[src/rtl/display_pkg.sv]
// display_pkg
//   Shared types and constants for the seven-segment display scanner.
//   state_e : scan state (idle/dark, blanking window, digit lit).
//   SEG_OFF : segment pattern with every segment dark.
package display_pkg;

  typedef enum logic [1:0] {
    IDLE  = 2'd0,
    BLANK = 2'd1,
    SHOW  = 2'd2
  } state_e;

  localparam logic [7:0] SEG_OFF = 8'h00;

endpackage : display_pkg

[src/rtl/seven_segment.sv]
// seven_segment
//   Combinational hex to seven-segment encoder for common-cathode displays.
//   Ports:
//     code_i [4:0] : {dot, nibble}
//     seg_o  [7:0] : pgfedcba, 1 = segment lit
module seven_segment
  import display_pkg::*;
(
  input  logic [4:0] code_i,
  output logic [7:0] seg_o
);

  logic [6:0] glyph;

  always_comb begin
    glyph = SEG_OFF[6:0];
    case (code_i[3:0])
      4'h0: glyph = 7'h3F;
      4'h1: glyph = 7'h06;
      4'h2: glyph = 7'h5B;
      4'h3: glyph = 7'h4F;
      4'h4: glyph = 7'h66;
      4'h5: glyph = 7'h6D;
      4'h6: glyph = 7'h7D;
      4'h7: glyph = 7'h07;
      4'h8: glyph = 7'h7F;
      4'h9: glyph = 7'h6F;
      4'hA: glyph = 7'h77;
      4'hB: glyph = 7'h7C;
      4'hC: glyph = 7'h39;
      4'hD: glyph = 7'h5E;
      4'hE: glyph = 7'h79;
      4'hF: glyph = 7'h71;
      default: glyph = SEG_OFF[6:0];
    endcase
  end

  assign seg_o = {code_i[4], glyph};

endmodule : seven_segment

[src/rtl/display_scanner.sv]
// display_scanner
//   Time-multiplexes DIGITS hex digits onto one shared common-cathode
//   seven-segment bus, with a dark blanking window at the start of every
//   digit slot and a double-buffered display value.
//   Parameters:
//     DIGITS   : number of digits (1..8)
//     PRESCALE : clock cycles per digit slot (>= BLANK+1)
//     BLANK    : dark cycles at the start of each slot (0 = no blanking)
//   Ports:
//     clk_i       : system clock
//     rst_ni      : synchronous active-low reset
//     enable_i    : scan enable; low keeps the display idle and dark
//     load_i      : one-cycle strobe capturing value_i / dots_i
//     value_i     : nibble per digit, digit k = value_i[4k+3:4k]
//     dots_i      : decimal point per digit
//     pending_o   : a loaded value waits for the next frame boundary
//     segments_o  : pgfedcba of the digit being shown
//     digit_o     : one-hot digit strobe, 0 = all off
//     frame_o     : pulse on the last lit cycle of the last digit
module display_scanner #(
  parameter int DIGITS   = 4,
  parameter int PRESCALE = 1000,
  parameter int BLANK    = 16
) (
  input  logic                  clk_i,
  input  logic                  rst_ni,
  input  logic                  enable_i,
  input  logic                  load_i,
  input  logic [4*DIGITS-1:0]   value_i,
  input  logic [DIGITS-1:0]     dots_i,
  output logic                  pending_o,
  output logic [7:0]            segments_o,
  output logic [DIGITS-1:0]     digit_o,
  output logic                  frame_o
);

  // The parameter BLANK shares its name with a state, so states are
  // referenced through the package scope in this module.
  localparam int CNT_W = (PRESCALE > 1) ? $clog2(PRESCALE) : 1;
  localparam int IDX_W = (DIGITS > 1) ? $clog2(DIGITS) : 1;

  localparam logic [CNT_W-1:0] CNT_LAST   = CNT_W'(PRESCALE - 1);
  localparam logic [CNT_W-1:0] BLANK_LAST = CNT_W'((BLANK > 0) ? BLANK - 1 : 0);
  localparam logic [IDX_W-1:0] IDX_LAST   = IDX_W'(DIGITS - 1);

  // Every slot starts dark unless blanking is disabled.
  localparam display_pkg::state_e SLOT_START =
    (BLANK > 0) ? display_pkg::BLANK : display_pkg::SHOW;

  display_pkg::state_e state_q;
  logic [CNT_W-1:0]    cnt_q;
  logic [IDX_W-1:0]    idx_q;

  logic [4*DIGITS-1:0] active_val_q;
  logic [DIGITS-1:0]   active_dots_q;
  logic [4*DIGITS-1:0] shadow_val_q;
  logic [DIGITS-1:0]   shadow_dots_q;
  logic                pending_q;

  logic [7:0]          seg_q;
  logic [DIGITS-1:0]   digit_q;
  logic                frame_q;

  // Digit mux feeding the single shared encoder.
  logic [4:0] code_tbl [DIGITS];
  logic [4:0] code_d;
  logic [7:0] enc_seg;

  for (genvar gi = 0; gi < DIGITS; gi++) begin : g_code
    assign code_tbl[gi] = {active_dots_q[gi], active_val_q[4*gi +: 4]};
  end

  assign code_d = code_tbl[idx_q];

  seven_segment u_enc (
    .code_i (code_d),
    .seg_o  (enc_seg)
  );

  logic frame_end;
  logic commit;

  // frame_end marks the last SHOW cycle of the last digit. The active
  // buffer may only change at that boundary or when the scan drops to
  // idle, so a frame never mixes old and new digits.
  assign frame_end = (state_q == display_pkg::SHOW) && (cnt_q == CNT_LAST) &&
                     (idx_q == IDX_LAST);
  assign commit    = (state_q != display_pkg::IDLE) && (frame_end || !enable_i);

  always_ff @(posedge clk_i) begin
    if (!rst_ni) begin
      state_q       <= display_pkg::IDLE;
      cnt_q         <= '0;
      idx_q         <= '0;
      active_val_q  <= '0;
      active_dots_q <= '0;
      shadow_val_q  <= '0;
      shadow_dots_q <= '0;
      pending_q     <= 1'b0;
      seg_q         <= display_pkg::SEG_OFF;
      digit_q       <= '0;
      frame_q       <= 1'b0;
    end else begin
      // Scan state machine
      if (!enable_i) begin
        state_q <= display_pkg::IDLE;
        cnt_q   <= '0;
        idx_q   <= '0;
      end else begin
        case (state_q)
          display_pkg::IDLE: begin
            state_q <= SLOT_START;
            cnt_q   <= '0;
            idx_q   <= '0;
          end
          display_pkg::BLANK: begin
            cnt_q <= cnt_q + CNT_W'(1);
            if (cnt_q == BLANK_LAST) begin
              state_q <= display_pkg::SHOW;
            end
          end
          display_pkg::SHOW: begin
            if (cnt_q == CNT_LAST) begin
              cnt_q   <= '0;
              idx_q   <= (idx_q == IDX_LAST) ? '0 : idx_q + IDX_W'(1);
              state_q <= SLOT_START;
            end else begin
              cnt_q <= cnt_q + CNT_W'(1);
            end
          end
          default: begin
            state_q <= display_pkg::IDLE;
            cnt_q   <= '0;
            idx_q   <= '0;
          end
        endcase
      end

      // Registered outputs follow the current state, one cycle behind it.
      if (state_q == display_pkg::SHOW) begin
        digit_q <= DIGITS'(1) << idx_q;
        seg_q   <= enc_seg;
      end else begin
        digit_q <= '0;
        seg_q   <= display_pkg::SEG_OFF;
      end
      frame_q <= frame_end;

      // Double buffer: a load lands in the active buffer directly while
      // idle or at a commit point, otherwise it parks in the shadow.
      if (state_q == display_pkg::IDLE) begin
        if (load_i) begin
          active_val_q  <= value_i;
          active_dots_q <= dots_i;
        end
        pending_q <= 1'b0;
      end else if (commit) begin
        if (load_i) begin
          active_val_q  <= value_i;
          active_dots_q <= dots_i;
        end else if (pending_q) begin
          active_val_q  <= shadow_val_q;
          active_dots_q <= shadow_dots_q;
        end
        pending_q <= 1'b0;
      end else if (load_i) begin
        shadow_val_q  <= value_i;
        shadow_dots_q <= dots_i;
        pending_q     <= 1'b1;
      end
    end
  end

  assign segments_o = seg_q;
  assign digit_o    = digit_q;
  assign frame_o    = frame_q;
  assign pending_o  = pending_q;

endmodule : display_scanner

[config.mk]
export PLATFORM = sky130hd
export DESIGN_NAME = display_scanner
export DESIGN_NICKNAME = d
export VERILOG_FILES = /design/src/rtl/display_pkg.sv /design/src/rtl/seven_segment.sv /design/src/rtl/display_scanner.sv
export SDC_FILE = /design/constraint.sdc
export NUM_CORES = 1
export LEC_CHECK = 0
export ABC_AREA = 1
export ABC_CLOCK_PERIOD_IN_PS = 1830
export CORE_UTILIZATION = 35
export CTS_CLUSTER_DIAMETER = 30
export DETAILED_ROUTE_END_ITERATION = 6
export PLACE_DENSITY = 0.63
export SLEW_MARGIN = 10
export SYNTH_ARGS = -nofsm -noshare
export SYNTH_HDL_FRONTEND = slang
export SYNTH_SLANG_ARGS = --single-unit
[constraint.sdc]
create_clock -name clk_i -period 1.83 [get_ports clk_i]
set_clock_uncertainty 0.15 [all_clocks]
set_input_delay 0.366 -clock clk_i [delete_from_list [all_inputs] [get_ports clk_i]]
set_output_delay 0.366 -clock clk_i [all_outputs]
set_load 0.02 [all_outputs]
======== After elaboration in Yosys (flattened, before gate mapping) ========
Memory sizes are Yosys's and may differ from the RTL's. A register that Yosys moved wholly into a read port is not among the register bits.
Index checks and enable logic that the tools add are counted.
operators by class
  equality and inequality tests ........... 9
  reductions and logical operators ........ 16
  add/sub/neg operators ................... 2
  shift operators ......................... 1
  multiplexer cells ....................... 21
  bitwise operators ....................... 5
  $lt $le $gt $ge ......................... 1
operators with widths
  operator                 number
  $mux W16                 5
  $mux W4                  5
  $pmux W10 S2             1
  $add A10 B1 Y10 const B  1
  $bmux W5 S2              1
  $eq A10 B10 Y1 const B   1
  $eq A10 B4 Y1 const B    1
  $mux W10                 1
  $mux W5                  2
  $mux W2                  4
  $reduce_and A2 Y1        4
  $ne A2 B2 Y1 const B     3
  $pmux W2 S3              1
  $reduce_and A3 Y1        2
  $eq A2 B2 Y1 const B     2
  $not A1 Y1               4
  $pmux W2 S2              1
  $reduce_bool A2 Y1       2
  $shl A1 B2 Y4 const A    1
  $ge A3 B3 Y1 const B     1
  $logic_and A1 B1 Y1      3
  $ne A3 B3 Y1 const B     1
  $not A2 Y3               1
  $reduce_or A3 Y1         1
  5 further kinds          6
word-level totals
  flip-flop bits (word level) ............. 68
  memories ................................ 1
  input port bits ......................... 24
  output and inout port bits .............. 14
  ROM bits ................................ 112
memories
  memory            words  width  rd ports  clocked after Yosys merged registers in  wr ports  line                 RTL
  (name not given)  16     7      1         1                                        0         seven_segment.sv:17  case (code_i[3:0])

======== Depth between registers and ports, before layout ========
Gate-level depths: netlist of the first run.
  depth after elaboration ................. 7
  depth in mapped cells ................... 11
  gate-level depth less buffers ........... 10

======== By module ========
From an unflattened synthesis of the first run, not the netlist that was laid out.
unflattened totals
  cell total of the unflattened synthesis .. 487
  area, all modules ....................... 3423.3 um^2
modules (own cells, without submodules)
  module           area an instance (um^2)  cells each  instances  sequential area each (um^2)
  display_scanner  3130.5                   432         1          1361.3
  seven_segment    292.8                    55          1          0.0

======== Worst setup path before layout of the first run ========
Ideal clock, no wire load.
  path type ............................... flip-flop to flip-flop
  from .................................... reg idx_q[0]
  to ...................................... reg seg_q[5], in the netlist segments_o[5]
  data arrival time ....................... 1.520 ns
  data required time ...................... 1.609 ns
  slack ................................... 0.089 ns
  path buffers ............................ 1
  stages on the path, launching flop included .. 12
  clock period less this slack ............ 1.741 ns
  setup time .............................. 0.071 ns
  cell sequence ........................... dfxtp_1 > inv_1 > buf_2 > nand2_1 > nand3_1 > nand2_1 > inv_1 > ha_1 > nand3b_1 > nand2_1 > nand2_1 > a21oi_1
on the way
  longest elaborated chain between the ends .. 4
RTL lines
  element                                      line                    RTL
  start: declaration                           display_scanner.sv:52   logic [IDX_W-1:0] idx_q;
  start signal: assignment                     display_scanner.sv:125  idx_q <= (idx_q == IDX_LAST) ? '0 : idx_q + IDX_W'(1);
  $not A2 Y3 (not written as such)             display_scanner.sv:73   assign code_d = code_tbl[idx_q];
  $bmux W5 S2                                  display_scanner.sv:73
  $mux W5 (not written as such) (2 in series)  display_scanner.sv:73
  end: declaration                             display_scanner.sv:60   logic [7:0] seg_q;
Every way passes these cells. The select of a mux whose other input is x is not followed.
A chain may end at the register's enable or synchronous reset.

======== Final worst setup path of the first run ========
  from .................................... reg digit_q[1], in the netlist digit_o[1]
  to ...................................... out digit_o[1]
RTL lines
  element                   line                    RTL
  start: declaration        display_scanner.sv:61   logic [DIGITS-1:0] digit_q;
  start signal: assignment  display_scanner.sv:141  digit_q <= DIGITS'(1) << idx_q;
  end: declaration          display_scanner.sv:33   output logic [DIGITS-1:0] digit_o,
No word-level cell between the ends.

==> implementation parameters, run 1 <==
Parameter                              Value

Setup path
  Largest stage delay on the critical path    600 ps
  Startpoint types    flip-flop
  Nature of the critical path endpoint    output port
  Critical path, cell by cell    clkdlybuf4s50_1
  Top cell family by delay on the critical path    buffers and inverters
  Standard cell with the maximum stage delay on the critical path    clkdlybuf4s50_1
  Type of the worst setup path    reg -> out
  Buffering stage count on the worst path with inverters included    1
  Maximum net fanout on the critical path    1
  Endpoint required time on the critical path    1310 ps
  Critical path data arrival time    1250 ps

Place
  Number of instances in the placed design    649
  RePlAce Congestion    0.772
  DP HPWL    5560 microns
  Count of buffers from port buffering    37

Final layout
  Most used cells in the layout excluding fill and tap cells    nand2_1, nor2_1, a21oi_1, dfxtp_1, nand3_1
  Most common cell after layout, fill and taps aside    nand2_1
  Share of final-layout standard cells stronger than drive strength 1    0.121
  Total inserted antenna cells    0
  FILL cells    960
  Final-stage net count    569
  Area overhead of the layout relative to synthesis    25.4%
  Final std cells w/o fill    665

CTS
  Root buffer cell    clkbuf_8
  Number of hold buffers added after CTS    0
  Post-CTS Repair Setup Buffers    0
  Longest Clk Path Bufs    2
  CTS tree    done
  H-tree depth reported by CTS    3
  Clock Pin Slew Worst Setup and Hold Paths    70 ps
  CTS sink count    68
  Clock Latency Late Sink    330 ps
  Number of buffers created by CTS    9

Timing
  Slew Limit Fails    0
  Hold violation count in the final report    0
  Setup repair after global routing missed its margin    yes
  Final sum of negative setup slack    0 ps
  Final setup violating endpoints    0
  Final Hold Slack    314 ps
  Period Utilization, post-route    0.962
  Transition time at the pin with the least slew margin    414 ps
  Tmin final    1760 ps
  Relative slew slack    0.722
  Upper clock frequency limit    0.568 GHz

Outcome
  Run status    complete, no violations

Die
  Boundary pin count    38
  Floorplan row count    35
  Total Die Area    10,300 sq um
  Core ar.    9420 sq um
  X dimension of the die    101 microns
  Initial standard-cell utilization of the core    0.367
  Die Y    101 microns

Power and ir drop
  Power density relative to cell area    778 nW/um^2
  Portion of total power attributed to combinational logic    0.145
  Internal power consumption    2510 uW
  Leak Pwr    0.00180 uW
  Register share of total power    0.464
  Sw Share    0.256
  Overall power of the completed layout    3370 uW
  Peak supply drop    0.000320 V
  Clock Power Share    0.391
  Switching pwr    865 uW

Logic synthesis
  Share of synthesized area occupied by flip-flops and latches    0.394
  Most used flip-flop cell after synthesis    dfxtp_1
  Number of enable-type register cells in the synthesized netlist    0
  Flip-flop and latch count after synthesis    68
  Mapped Nets    525
  Number of distinct standard cells referenced by the synthesized netlist    29
  Number of warnings printed during yosys synthesis    0
  FFs w/ async S/R, synth    0
  Syn avg cell area    7.08 sq um
  Post-synthesis instance area    3460 sq um
  Cell count after synthesis    488

Global routing
  Vias in the first global route    3,019
  Wire length of the first global-routing pass    13,700 microns
  Pin count of the biggest net entering global routing    41
  GRT Resource Usage Total    0.168
  Initial antenna violation count    0
  Remaining Overflow, GRT    0

Route
  Number of DRC markers after the initial detailed-route iteration    88
  Wirelength per Cell    11.7 microns
  Number of remaining DRC errors    0
  Detailed-router iteration count before antenna repair    4
  Detailed-route wire length    7790 microns
  Vias per cell    4.77
  Via total after detailed routing    3,170
  DRT antenna net count    0

Min path
  Class of the worst hold path    reg -> reg

Flow run
  Count of maximum capacitance violations    0
[sequential cells by signal, summed over array words and instances, names as in the netlist]
| signal | flops |
|---|---|
| pending_o | 1 |
| active_dots_q | 4 |
| active_val_q | 16 |
| idx_q | 2 |
| cnt_q | 10 |
| shadow_val_q | 16 |
| state_q | 2 |
| segments_o | 8 |
| digit_o | 4 |
| shadow_dots_q | 4 |
| frame_o | 1 |
[cell usage after synthesis, types with 8 or more instances]
cell | number | area, sq um
a21oi_1 | 70 | 350
buf_2 | 11 | 55.1
dfxtp_1 | 68 | 1360
ha_1 | 13 | 163
inv_1 | 41 | 154
nand2_1 | 92 | 345
nand3_1 | 40 | 200
nand4_1 | 23 | 144
nor2_1 | 70 | 263
nor3_1 | 8 | 40.0
o21ai_0 | 9 | 45.0
[layout make-up]
class / count / area (sq um) / area share
clock buffers: 10 / 128 / 0.0294
clock inverters: 5 / 77.6 / 0.0179
inverters: 43 / 161 / 0.0372
multi-input cells: 348 / 1790 / 0.412
flip-flops and latches: 68 / 1370 / 0.315
well taps: 129 / 161 / 0.0372
repair buffers: 62 / 656 / 0.151
[layer usage]
layer  GRT usage  up-vias  share of wire
met5           0        -              0
met4      0.0557        0         0.0063
met3      0.0400        4          0.028
met2       0.279       49           0.48
met1       0.216     1430           0.49
li1            -     1687              -
[power groups by stage]
stage	sequential, uW	clock, uW	combinational, uW
6_report	1560	1320	491
3_3_place_gp	1600	0	462
3_5_place_dp	1600	0	468
5_1_grt	1570	1430	557
4_1_cts	1560	1360	484
2_1_floorplan	1590	0	307
[logic make-up (layout without fill, tap and decap cells)]
logic type               Yosys count  in the layout  share of synthesized area
buffers and inverters             72            120                     0.0974
flip-flops                        68             68                      0.394
adder cells (fa/ha/maj)           13             13                     0.0471
AO/OA/AOI/OAI                     83             83                      0.123
XOR/XNOR                           7              7                     0.0177
AND/OR/NAND/NOR                  245            245                      0.321
[repair_timing]
action	CTS	global route
setup endpoints to repair	5	47
resized for setup	3	15
pin swaps	0	2
cloned	1	0
[path summary, 6_finish.rpt]
path	startpoint	to	slack (ps)	cells past startpoint
setup reg to reg	idx_q[0]	segments_o[5]	100	8
setup / recovery	digit_o[1]	digit_o[1]	70	1
hold reg to reg	shadow_dots_q[3]	shadow_dots_q[3]	310	2
hold / removal	shadow_dots_q[3]	shadow_dots_q[3]	310	2
[stage by stage]
stage	utilization	setup WS [ps]	area [sq um]
floorplan	-	89.1	3460
global placement	0.431	-144	4060
detailed placement	0.431	-142	4060
CTS	0.457	13.7	4300
global route	0.461	-23.8	4340
finish	0.461	68.7	4340
Power figures use the tool's default switching activity.
==> inputs of run 2 (changes only) <==
--- a/config.mk
+++ b/config.mk
@@ -7,11 +7,14 @@
 export LEC_CHECK = 0
 export ABC_AREA = 1
 export ABC_CLOCK_PERIOD_IN_PS = 1830
-export CORE_UTILIZATION = 35
+export CELL_PAD_IN_SITES_DETAIL_PLACEMENT = 2
+export CELL_PAD_IN_SITES_GLOBAL_PLACEMENT = 2
+export CORE_UTILIZATION = 29
 export CTS_CLUSTER_DIAMETER = 30
 export DETAILED_ROUTE_END_ITERATION = 6
-export PLACE_DENSITY = 0.63
+export PLACE_DENSITY = 0.83
 export SLEW_MARGIN = 10
 export SYNTH_ARGS = -nofsm -noshare
 export SYNTH_HDL_FRONTEND = slang
 export SYNTH_SLANG_ARGS = --single-unit
+export TNS_END_PERCENT = 5
==> run 2 against run 1 <==
Cell area is 2.7% higher; the run now ends with design-rule violations left; count of clock-buffer cells in the layout is 2 higher; utilization is 7.4 points lower; global-route usage is 2.2 points higher; power is 8.1% higher; critical path type is now reg -> reg; non-clock buffer count is 5 higher; via count is 7.2% higher.
==> implementation parameters, run 2 (synthesized netlist as in run 1, its figures left out) <==
Parameter                              Value

Power and ir drop
  Peak supply drop    0.000362 V
  Portion of total power attributed to combinational logic    0.145
  Overall power of the completed layout    3650 uW
  Switching pwr    991 uW
  Power density relative to cell area    819 nW/um^2
  Leak Pwr    0.00184 uW
  Clock Power Share    0.425
  Internal power consumption    2660 uW
  Register share of total power    0.430
  Sw Share    0.272

Final layout
  FILL cells    1,345
  Area overhead of the layout relative to synthesis    28.9%
  Final-stage net count    574
  Most used cells in the layout excluding fill and tap cells    nand2_1, nor2_1, a21oi_1, dfxtp_1
  Final std cells w/o fill    684
  Registers with the most flip-flops    active_val_q x16, shadow_val_q x16, cnt_q x10
  Most common cell after layout, fill and taps aside    nand2_1
  Final non-filler cell area    4460 sq um
  Total inserted antenna cells    0
  Share of final-layout standard cells stronger than drive strength 1    0.137

Timing
  Final Hold Slack    313 ps
  Hold violation count in the final report    0
  Final sum of negative setup slack    0 ps
  Final setup violating endpoints    0
  Upper clock frequency limit    0.566 GHz
  Relative slew slack    0.714
  Slew Limit Fails    0
  Tmin final    1770 ps
  Period Utilization, post-route    0.965
  Setup repair after global routing missed its margin    yes
  Transition time at the pin with the least slew margin    426 ps

Die
  Boundary pin count    38
  Initial standard-cell utilization of the core    0.300
  X dimension of the die    111 microns
  Floorplan row count    39
  Die Y    111 microns
  Total Die Area    12,400 sq um
  Core ar.    11,500 sq um

Min path
  Hold Path End    shadow_val_q[4]
  Class of the worst hold path    reg -> reg
  Hold_sp    shadow_val_q[4]
  Number of cells on the worst hold path    2

Place
  Number of instances in the placed design    669
  Count of buffers from port buffering    37
  RePlAce Congestion    0.779
  DP HPWL    8020 microns
  Post-DP Area    4120 sq um

Outcome
  Failing checks    design-rule violations
  Run status    finished, violations left

CTS
  Longest Clk Path Bufs    2
  Number of buffers created by CTS    9
  Root buffer cell    clkbuf_16
  Post-CTS Repair Setup Buffers    0
  CTS sink count    68
  Clock Pin Slew Worst Setup and Hold Paths    60 ps
  Clock Latency Late Sink    340 ps
  H-tree depth reported by CTS    3
  CTS tree    done

Setup path
  Critical path data arrival time    1840 ps
  Maximum net fanout on the critical path    7
  Endpoint required time on the critical path    1910 ps
  Nature of the critical path endpoint    flip-flop
  Logic depth of the worst register-to-register path    7
  Reg-to-Reg Start    state_q[1]
  Startpoint types    flip-flop
  Type of the worst setup path    reg -> reg
  R2r endpoint    active_val_q[13]
  R2r setup slk    60 ps

Route
  Metal1 wirelength    4800 microns
  Met3 WL    264 microns
  DRT antenna net count    0
  Detailed-route wire length    10,900 microns
  Detailed-router iteration count before antenna repair    6
  Number of DRC markers after the initial detailed-route iteration    77
  Number of remaining DRC errors    6
  Met2 wire length    5620 microns
  Via total after detailed routing    3,397
  Uppermost layer routed    met4
  Vias per cell    4.97
  Wirelength per Cell    16.0 microns

Global routing
  GRT Resource Usage Total    0.190
  Vias in the first global route    3,816
  Wire length of the first global-routing pass    18,800 microns
  Remaining Overflow, GRT    0
  Pin count of the biggest net entering global routing    31
  Initial antenna violation count    0

Flow run
  Count of maximum capacitance violations    0
## run 2: power by group through the flow
| stage | logic, uW | registers [uW] | clock network, uW |
|---|---|---|---|
| after floorplan | 307 | 1590 | 0 |
| after global placement | 481 | 1600 | 0 |
| after detailed placement | 509 | 1600 | 0 |
| after CTS | 521 | 1570 | 1610 |
| after global routing | 595 | 1580 | 1670 |
| final | 528 | 1570 | 1550 |
## run 2: worst max path at each step
stage / to / slack, ps / from / depth (start not counted)
finish: active_val_q[13] / 60 / state_q[1] / 7
global route: active_val_q[5] / -50 / state_q[0] / 9
CTS: active_val_q[0] / 7 / cnt_q[1] / 9
detailed placement: active_val_q[11] / -200 / load_i / 8
global placement: active_val_q[11] / -110 / load_i / 8
floorplan: segments_o[5] / 90 / idx_q[0] / 11
## run 2: what timing repair did
action,4_1_cts,5_1_grt
hold buffers,0,0
pin swaps,0,3
resized for setup,10,18
endpoints found under the setup margin,45,41
## run 2: through the flow
step / util / setup slack [ps]
after floorplan: - / 89.1
after global placement: 0.358 / -108
after detailed placement: 0.358 / -197
after CTS: 0.381 / 7.26
after global routing: 0.387 / -49.3
final: 0.387 / 64.5
## run 2: cell type report
type | instances | area, sq um | area share
repair buffers | 67 | 672 | 0.151
well taps | 143 | 179 | 0.0402
clock buffers | 12 | 236 | 0.0531
clock inverters | 3 | 15.0 | 0.00337
multi-input cells | 348 | 1820 | 0.409
flip-flops and latches | 68 | 1370 | 0.307
inverters | 43 | 161 | 0.0362
## run 2: routing by layer
layer	up-vias	global-route usage
met5	-	0
met4	0	0.0802
met3	18	0.0328
met2	52	0.342
met1	1635	0.221
li1	1692	-
## run 2: worst max-delay path: stages (launching register included)
cell,delay (ps)
dfxtp_2,340
inv_1,110
ha_2,280
inv_1,110
a21o_1,220
buf_4,180
a21oi_1,190
nor2_1,80
